`config.mk`:
```
export PLATFORM = sky130hd
export DESIGN_NAME = clk_div_ratio_ctrl
export DESIGN_NICKNAME = d
export VERILOG_FILES = /design/src/rtl/clk_div_pkg.sv /design/src/rtl/clk_div_ratio_ctrl_rr_arb2.sv /design/src/rtl/clk_div_ratio_ctrl.sv
export SDC_FILE = /design/constraint.sdc
export NUM_CORES = 1
export LEC_CHECK = 0
export CAP_MARGIN = 15
export CORE_MARGIN = 4
export CORE_UTILIZATION = 40
export DETAILED_ROUTE_END_ITERATION = 8
export GPL_TIMING_DRIVEN = 0
export PLACE_DENSITY = 0.66
export SYNTH_ARGS = -nofsm -noshare
export SYNTH_HDL_FRONTEND = slang
export SYNTH_HIERARCHICAL = 1
export SYNTH_SLANG_ARGS = --single-unit
```
`constraint.sdc`:
```
create_clock -name i_ref_clk -period 3.2 [get_ports i_ref_clk]
set_input_delay 0.64 -clock i_ref_clk [delete_from_list [all_inputs] [get_ports i_ref_clk]]
set_output_delay 0.64 -clock i_ref_clk [all_outputs]
set_load 0.005 [all_outputs]
```
`src/rtl/clk_div_pkg.sv`:
```
`default_nettype none
// ============================================================================
// Module      : clk_div_pkg
// Description : Shared types and constants for the divider ratio controller:
//               FSM state encoding, default ratio bus width and settle
//               counter width.
// Revision    : 1.0 - initial release
// ============================================================================
package clk_div_pkg;

  localparam int C_RATIO_W  = 8;  // default width of every ratio bus
  localparam int C_SETTLE_W = 4;  // settle counter width, covers 1..15 cycles

  typedef enum logic [1:0] {
    ST_IDLE = 2'd0,
    ST_GATE = 2'd1,
    ST_LOAD = 2'd2,
    ST_DONE = 2'd3
  } state_t;

endpackage
`default_nettype wire

```
`src/rtl/clk_div_ratio_ctrl_rr_arb2.sv`:
```
`default_nettype none
// ============================================================================
// Module      : rr_arb2
// Description : Two-requester round-robin arbiter. Grant is combinational
//               and one-hot; the priority pointer moves to the other
//               requester whenever a grant is consumed.
// Ports       : i_ref_clk  - clock
//               i_rst_n    - asynchronous active-low reset (pointer -> 0)
//               req[1:0]   - request lines
//               advance    - grant consumed this cycle, move the pointer
//               gnt[1:0]   - one-hot grant
// Revision    : 1.0 - initial release
// ============================================================================
module rr_arb2 (
  input  logic       i_ref_clk,
  input  logic       i_rst_n,
  input  logic [1:0] req,
  input  logic       advance,
  output logic [1:0] gnt
);

  // 0: requester 0 has priority, 1: requester 1 has priority
  logic r_ptr;

  always_comb begin
    gnt = 2'b00;
    if (!r_ptr) begin
      if (req[0])      gnt = 2'b01;
      else if (req[1]) gnt = 2'b10;
    end else begin
      if (req[1])      gnt = 2'b10;
      else if (req[0]) gnt = 2'b01;
    end
  end

  // After a grant, the requester that did not win gets priority.
  always_ff @(posedge i_ref_clk or negedge i_rst_n) begin
    if (!i_rst_n) begin
      r_ptr <= 1'b0;
    end else if (advance && (|gnt)) begin
      r_ptr <= ~gnt[1];
    end
  end

endmodule
`default_nettype wire

```
`src/rtl/clk_div_ratio_ctrl.sv`:
```
`default_nettype none
// ============================================================================
// Module      : clk_div_ratio_ctrl
// Description : Arbitrated reconfiguration controller for the integer clock
//               divider. Grants one ratio-change request at a time, holds
//               the divider disabled for a settle window, loads the new
//               ratio and re-enables the divider.
// Ports       : i_ref_clk   - reference clock
//               i_rst_n     - asynchronous active-low reset
//               i_enable    - global divider enable
//               i_req[1:0]  - level change requests, held until o_ack[n]
//               i_ratio0/1  - requested ratios
//               o_ack[1:0]  - one-cycle completion pulse
//               o_err[1:0]  - one-cycle rejection pulse (ratio 0)
//               o_div_ratio - registered ratio to the divider
//               o_clk_en    - registered enable to the divider
//               o_busy      - controller is not IDLE
// Revision    : 1.0 - initial release
// ============================================================================
module clk_div_ratio_ctrl
  import clk_div_pkg::*;
#(
  parameter int                 RATIO_W       = C_RATIO_W,
  parameter int                 SETTLE_CYC    = 4,
  parameter logic [RATIO_W-1:0] DEFAULT_RATIO = 8'd2
) (
  input  logic               i_ref_clk,
  input  logic               i_rst_n,
  input  logic               i_enable,
  input  logic [1:0]         i_req,
  input  logic [RATIO_W-1:0] i_ratio0,
  input  logic [RATIO_W-1:0] i_ratio1,
  output logic [1:0]         o_ack,
  output logic [1:0]         o_err,
  output logic [RATIO_W-1:0] o_div_ratio,
  output logic               o_clk_en,
  output logic               o_busy
);

  localparam logic [C_SETTLE_W-1:0] C_SETTLE_LOAD = C_SETTLE_W'(SETTLE_CYC - 1);

  state_t                r_state, w_state_nxt;
  logic [C_SETTLE_W-1:0] r_cnt, w_cnt_nxt;
  logic [RATIO_W-1:0]    r_hold, w_hold_nxt;
  logic                  r_sel, w_sel_nxt;
  logic                  r_pend_ack, w_pend_ack_nxt;
  logic                  r_pend_err, w_pend_err_nxt;
  logic [1:0]            r_ack, w_ack_nxt;
  logic [1:0]            r_err, w_err_nxt;
  logic [RATIO_W-1:0]    r_div_ratio, w_div_ratio_nxt;
  logic                  r_clk_en, w_clk_en_nxt;

  logic [1:0]            w_sel_oh, w_mask, w_req_eff, w_gnt;
  logic                  w_take, w_reject, w_noop, w_change;
  logic [RATIO_W-1:0]    w_gnt_ratio;

  assign w_sel_oh = {r_sel, ~r_sel};

  // A reject/no-op answer is issued one cycle after capture. The requester
  // is still holding its request on that edge, so it is masked out to
  // avoid sampling the same request twice.
  assign w_mask    = (r_pend_ack | r_pend_err) ? w_sel_oh : 2'b00;
  assign w_req_eff = i_req & ~w_mask;

  rr_arb2 u_arb (
    .i_ref_clk (i_ref_clk),
    .i_rst_n   (i_rst_n),
    .req       (w_req_eff),
    .advance   (w_take),
    .gnt       (w_gnt)
  );

  assign w_take      = (r_state == ST_IDLE) && (|w_gnt);
  assign w_gnt_ratio = w_gnt[1] ? i_ratio1 : i_ratio0;
  assign w_reject    = w_take && (w_gnt_ratio == '0);
  assign w_noop      = w_take && !w_reject && (w_gnt_ratio == r_div_ratio);
  assign w_change    = w_take && !w_reject && !w_noop;

  // State register
  always_ff @(posedge i_ref_clk or negedge i_rst_n) begin
    if (!i_rst_n) r_state <= ST_IDLE;
    else          r_state <= w_state_nxt;
  end

  // Next-state logic
  always_comb begin
    w_state_nxt = r_state;
    case (r_state)
      ST_IDLE: if (w_change) w_state_nxt = ST_GATE;
      ST_GATE: if (r_cnt == '0) w_state_nxt = ST_LOAD;
      ST_LOAD: w_state_nxt = ST_DONE;
      ST_DONE: w_state_nxt = ST_IDLE;
      default: w_state_nxt = ST_IDLE;
    endcase
  end

  // Output and datapath next values
  always_comb begin
    w_cnt_nxt       = r_cnt;
    w_hold_nxt      = r_hold;
    w_sel_nxt       = r_sel;
    w_pend_ack_nxt  = 1'b0;
    w_pend_err_nxt  = 1'b0;
    w_ack_nxt       = r_pend_ack ? w_sel_oh : 2'b00;
    w_err_nxt       = r_pend_err ? w_sel_oh : 2'b00;
    w_div_ratio_nxt = r_div_ratio;
    w_clk_en_nxt    = r_clk_en;
    case (r_state)
      ST_IDLE: begin
        w_clk_en_nxt = i_enable;
        if (w_take) begin
          w_hold_nxt = w_gnt_ratio;
          w_sel_nxt  = w_gnt[1];
          if (w_reject) begin
            w_pend_err_nxt = 1'b1;
          end else if (w_noop) begin
            w_pend_ack_nxt = 1'b1;
          end else begin
            w_clk_en_nxt = 1'b0;
            w_cnt_nxt    = C_SETTLE_LOAD;
          end
        end
      end
      ST_GATE: begin
        w_clk_en_nxt = 1'b0;
        if (r_cnt == '0) w_div_ratio_nxt = r_hold;  // load while disabled
        else             w_cnt_nxt       = r_cnt - 1'b1;
      end
      ST_LOAD: begin
        // Enable returns together with the ack, one cycle after the load.
        w_clk_en_nxt = i_enable;
        w_ack_nxt    = w_sel_oh;
      end
      ST_DONE: begin
        w_clk_en_nxt = i_enable;
      end
      default: begin
        w_clk_en_nxt = 1'b0;
      end
    endcase
  end

  always_ff @(posedge i_ref_clk or negedge i_rst_n) begin
    if (!i_rst_n) begin
      r_cnt       <= '0;
      r_hold      <= DEFAULT_RATIO;
      r_sel       <= 1'b0;
      r_pend_ack  <= 1'b0;
      r_pend_err  <= 1'b0;
      r_ack       <= 2'b00;
      r_err       <= 2'b00;
      r_div_ratio <= DEFAULT_RATIO;
      r_clk_en    <= 1'b0;
    end else begin
      r_cnt       <= w_cnt_nxt;
      r_hold      <= w_hold_nxt;
      r_sel       <= w_sel_nxt;
      r_pend_ack  <= w_pend_ack_nxt;
      r_pend_err  <= w_pend_err_nxt;
      r_ack       <= w_ack_nxt;
      r_err       <= w_err_nxt;
      r_div_ratio <= w_div_ratio_nxt;
      r_clk_en    <= w_clk_en_nxt;
    end
  end

  assign o_ack       = r_ack;
  assign o_err       = r_err;
  assign o_div_ratio = r_div_ratio;
  assign o_clk_en    = r_clk_en;
  assign o_busy      = (r_state != ST_IDLE);

endmodule
`default_nettype wire

```
==> results.sh <==
export IMPL_grt_overflow=0
export IMPL_antenna_found_initial=0
export IMPL_totalWireLength_um=3561
export IMPL_grt_use_total_pct=15.39
export IMPL_gp_congestion=0.8328
export IMPL_grt_pass1_vias=1302
export IMPL_ys_dominant_reg_cell="dfrtp_1"
export IMPL_synth_top_area_share_pct=45.53
export IMPL_cap_violations=0
export IMPL_layout_setup_ws_ns=0.1146
export IMPL_fmax_ghz=0.3241
export IMPL_finalHoldViolCount=0
export IMPL_reg2reg_to="r_state[1]"
export IMPL_antenna_cells=0
export IMPL_wl_per_cell_um=14.78
export IMPL_synth_edf_count=0
export IMPL_skew_ns=0.007977
export IMPL_ir_drop_uv=462.6
export IMPL_htreeDepth=2
export IMPL_area_growth_pct=35.87
export IMPL_vias=1250
export IMPL_syn_area_per_cell_um2=10.77
export IMPL_grt_pass1_wl_um=5996
export IMPL_p_per_area_nw_per_um2=818.9
export IMPL_r2r_cells=12
export IMPL_clockBufferDepth=2
export IMPL_fillCellCount=324
export IMPL_die_area_um2=5059
export IMPL_postLayoutCoreUtil_pct=57.85
export IMPL_start_kind="input port"
export IMPL_yosysSeqAreaShare_pct=48.82
export IMPL_ys_async_sr_fraction_pct=100.0
export IMPL_drc_errors=0
export IMPL_endpoint_kind="flop"
export IMPL_drive_above_1_share_pct=15.54
export IMPL_postRouteAntennaNets=0
export IMPL_cp_arrival_ns=3.27
export IMPL_ys_ff_latch=31
export IMPL_io_buffers=34
export IMPL_clock_sink_count=31
export IMPL_fin_crit_sh_pct=96.42
export IMPL_numCtsBuffers=5
export IMPL_yosysTopAreaCell="dfrtp_1"
export IMPL_reg2reg_from="r_pend_err"
export IMPL_ys_types=39
export IMPL_initial_core_util_pct=42.58
export IMPL_core_area_um2=3744
export IMPL_routed_via_density=5.187
export IMPL_drtIter0Drc=29
export IMPL_yosysMostFrequentCell="dfrtp_1"
export IMPL_hold_buffers=0
export IMPL_place_area_um2=2009
export IMPL_multiInputGateArea_um2=787.0
export IMPL_setup_viol=0
export IMPL_die_h_um=71.13
export IMPL_first_pass_iters=4
export IMPL_rrSetupSlack_ns=0.35
export IMPL_worstPathMaxFanout=10
export IMPL_hpwlAfterDp_um=2653
export IMPL_cts_tree="done"
export IMPL_whs_ns=0.4801
export IMPL_regArea_um2=778.2
export IMPL_synth_warnings=6
export IMPL_slew_headroom_pct=51.91
export IMPL_place_ws_ns=-0.4721
export IMPL_root_buffer="clkbuf_8"
export IMPL_grt_start_max_net_pins=22
export IMPL_min_delay_start="r_hold[6]"
export IMPL_syn_instance_count=148
export IMPL_finish_net_count=219
export IMPL_synthTopCellsByCount="dfrtp_1 (29), nand2_1 (14), mux2_2 (9), nor2_1 (9), o21ai_0 (9)"
export IMPL_boundaryPins=35
export IMPL_worst_hold_path_type="flop to flop"
export IMPL_design_area_um2=2166
export IMPL_fin_crit_ns=3.085
export IMPL_whs_path_depth=2
export IMPL_clkTransAtPathRegs_ns=0.07
export IMPL_die_x_um=71.13
export IMPL_status="complete, no violations"
export IMPL_drv_slew=0
export IMPL_fp_row_count=22
export IMPL_synth_area_um2=1594
export IMPL_grt_setup_unrepaired="no"
export IMPL_path_class="input port to flop"
export IMPL_p_leak_nw=0.9468
export IMPL_synthesis_nets=175
export IMPL_clkLatencyLatePin_ns=0.29
export IMPL_worstMarginPinSlew_ns=0.7165
export IMPL_whs_endpoint="r_hold[6]"
export IMPL_synthTopCellsByArea="dfrtp_1 (46%), mux2_2 (6.4%), ha_1 (4.7%)"
export IMPL_crit_required_ns=3.38
==> state kept, by name, summed over array words and instances, names as in the netlist, 2 cells and up <==
signal	count
r_state	2
o_ack	2
r_hold	8
r_cnt	4
o_div_ratio	8
o_err	2
==> layout by cell type (no fill, tap or decap), types with 4 or more instances in the layout <==
| cell | count |
|---|---|
| a21oi_1 | 5 |
| clkbuf_1 | 4 |
| clkbuf_8 | 6 |
| clkdlybuf4s50_1 | 34 |
| dfrtp_1 | 29 |
| ha_1 | 6 |
| inv_1 | 7 |
| mux2_2 | 9 |
| mux2i_1 | 6 |
| nand2_1 | 14 |
| nor2_1 | 9 |
| nor4_1 | 4 |
| o21ai_0 | 9 |
| xnor2_1 | 8 |
==> timing repair <==
| action | in CTS | in global routing |
|---|---|---|
| pin swaps | 1 | 0 |
| endpoints found under the setup margin | 2 | 3 |
| resized for setup | 1 | 3 |
| buffers inserted | 2 | 0 |
==> cell type report <==
class,instances,share of cell area (%)
flip-flops and latches,31,35.93
repair buffers,37,17.10
multi-input cells,105,36.34
plain buffers,5,1.213
inverters,7,1.213
clock inverters,2,1.618
well taps,48,2.773
clock buffers,6,3.813
==> how the worst max path moves through the flow <==
stage | to | start | slack, ns
final | r_state[1] | i_req[1] | 0.11
after global routing | r_state[1] | i_req[1] | 0.0004
after CTS | r_cnt[2] | i_req[1] | 0.08
after detailed placement | r_cnt[2] | i_req[1] | -0.47
after global placement | r_cnt[2] | i_req[1] | -0.38
after floorplan | r_cnt[2] | i_req[1] | 0.41
==> layer usage <==
layer  GRT usage, %  wire length [µm]
met2          23.79              1662
met3          5.398               171
met1          19.63              1665
met5              0                 0
met4          6.263                62
==> critical path, cell delays in order <==
cell	delay, ns
clkdlybuf4s50_1	0.45
and2_1	0.17
a21boi_4	0.25
buf_6	0.19
mux2i_1	0.29
xnor2_1	0.19
nor4_2	0.06
buf_4	0.14
buf_4	0.13
a21o_1	0.17
a21boi_1	0.22
mux2_2	0.36
==> through the flow <==
stage | instances | total power, mW | setup TNS, ns
finish | 241 | 1.774 | 0
floorplan | 148 | 1.083 | 0
CTS | 241 | 1.769 | 0
global placement | 230 | 1.311 | -1.400
detailed placement | 231 | 1.351 | -1.913
global route | 241 | 1.899 | 0
==> where the power goes <==
part	leakage (nW)	switching, mW	internal, mW
registers	0.392	0.110	0.543
logic	0.494	0.348	0.369
clock network	0.0612	0.152	0.252
==> kinds of logic after synthesis <==
group	share of synthesized area, %
and+or+nand+nor	14.76
DFF	48.82
AOI/OAI and AO/OA	12.40
muxes	11.62
buffers and inverters	3.297
xor gates and xnor gates	4.396
adders and majority gates	4.709
Power figures use the tool's default switching activity.
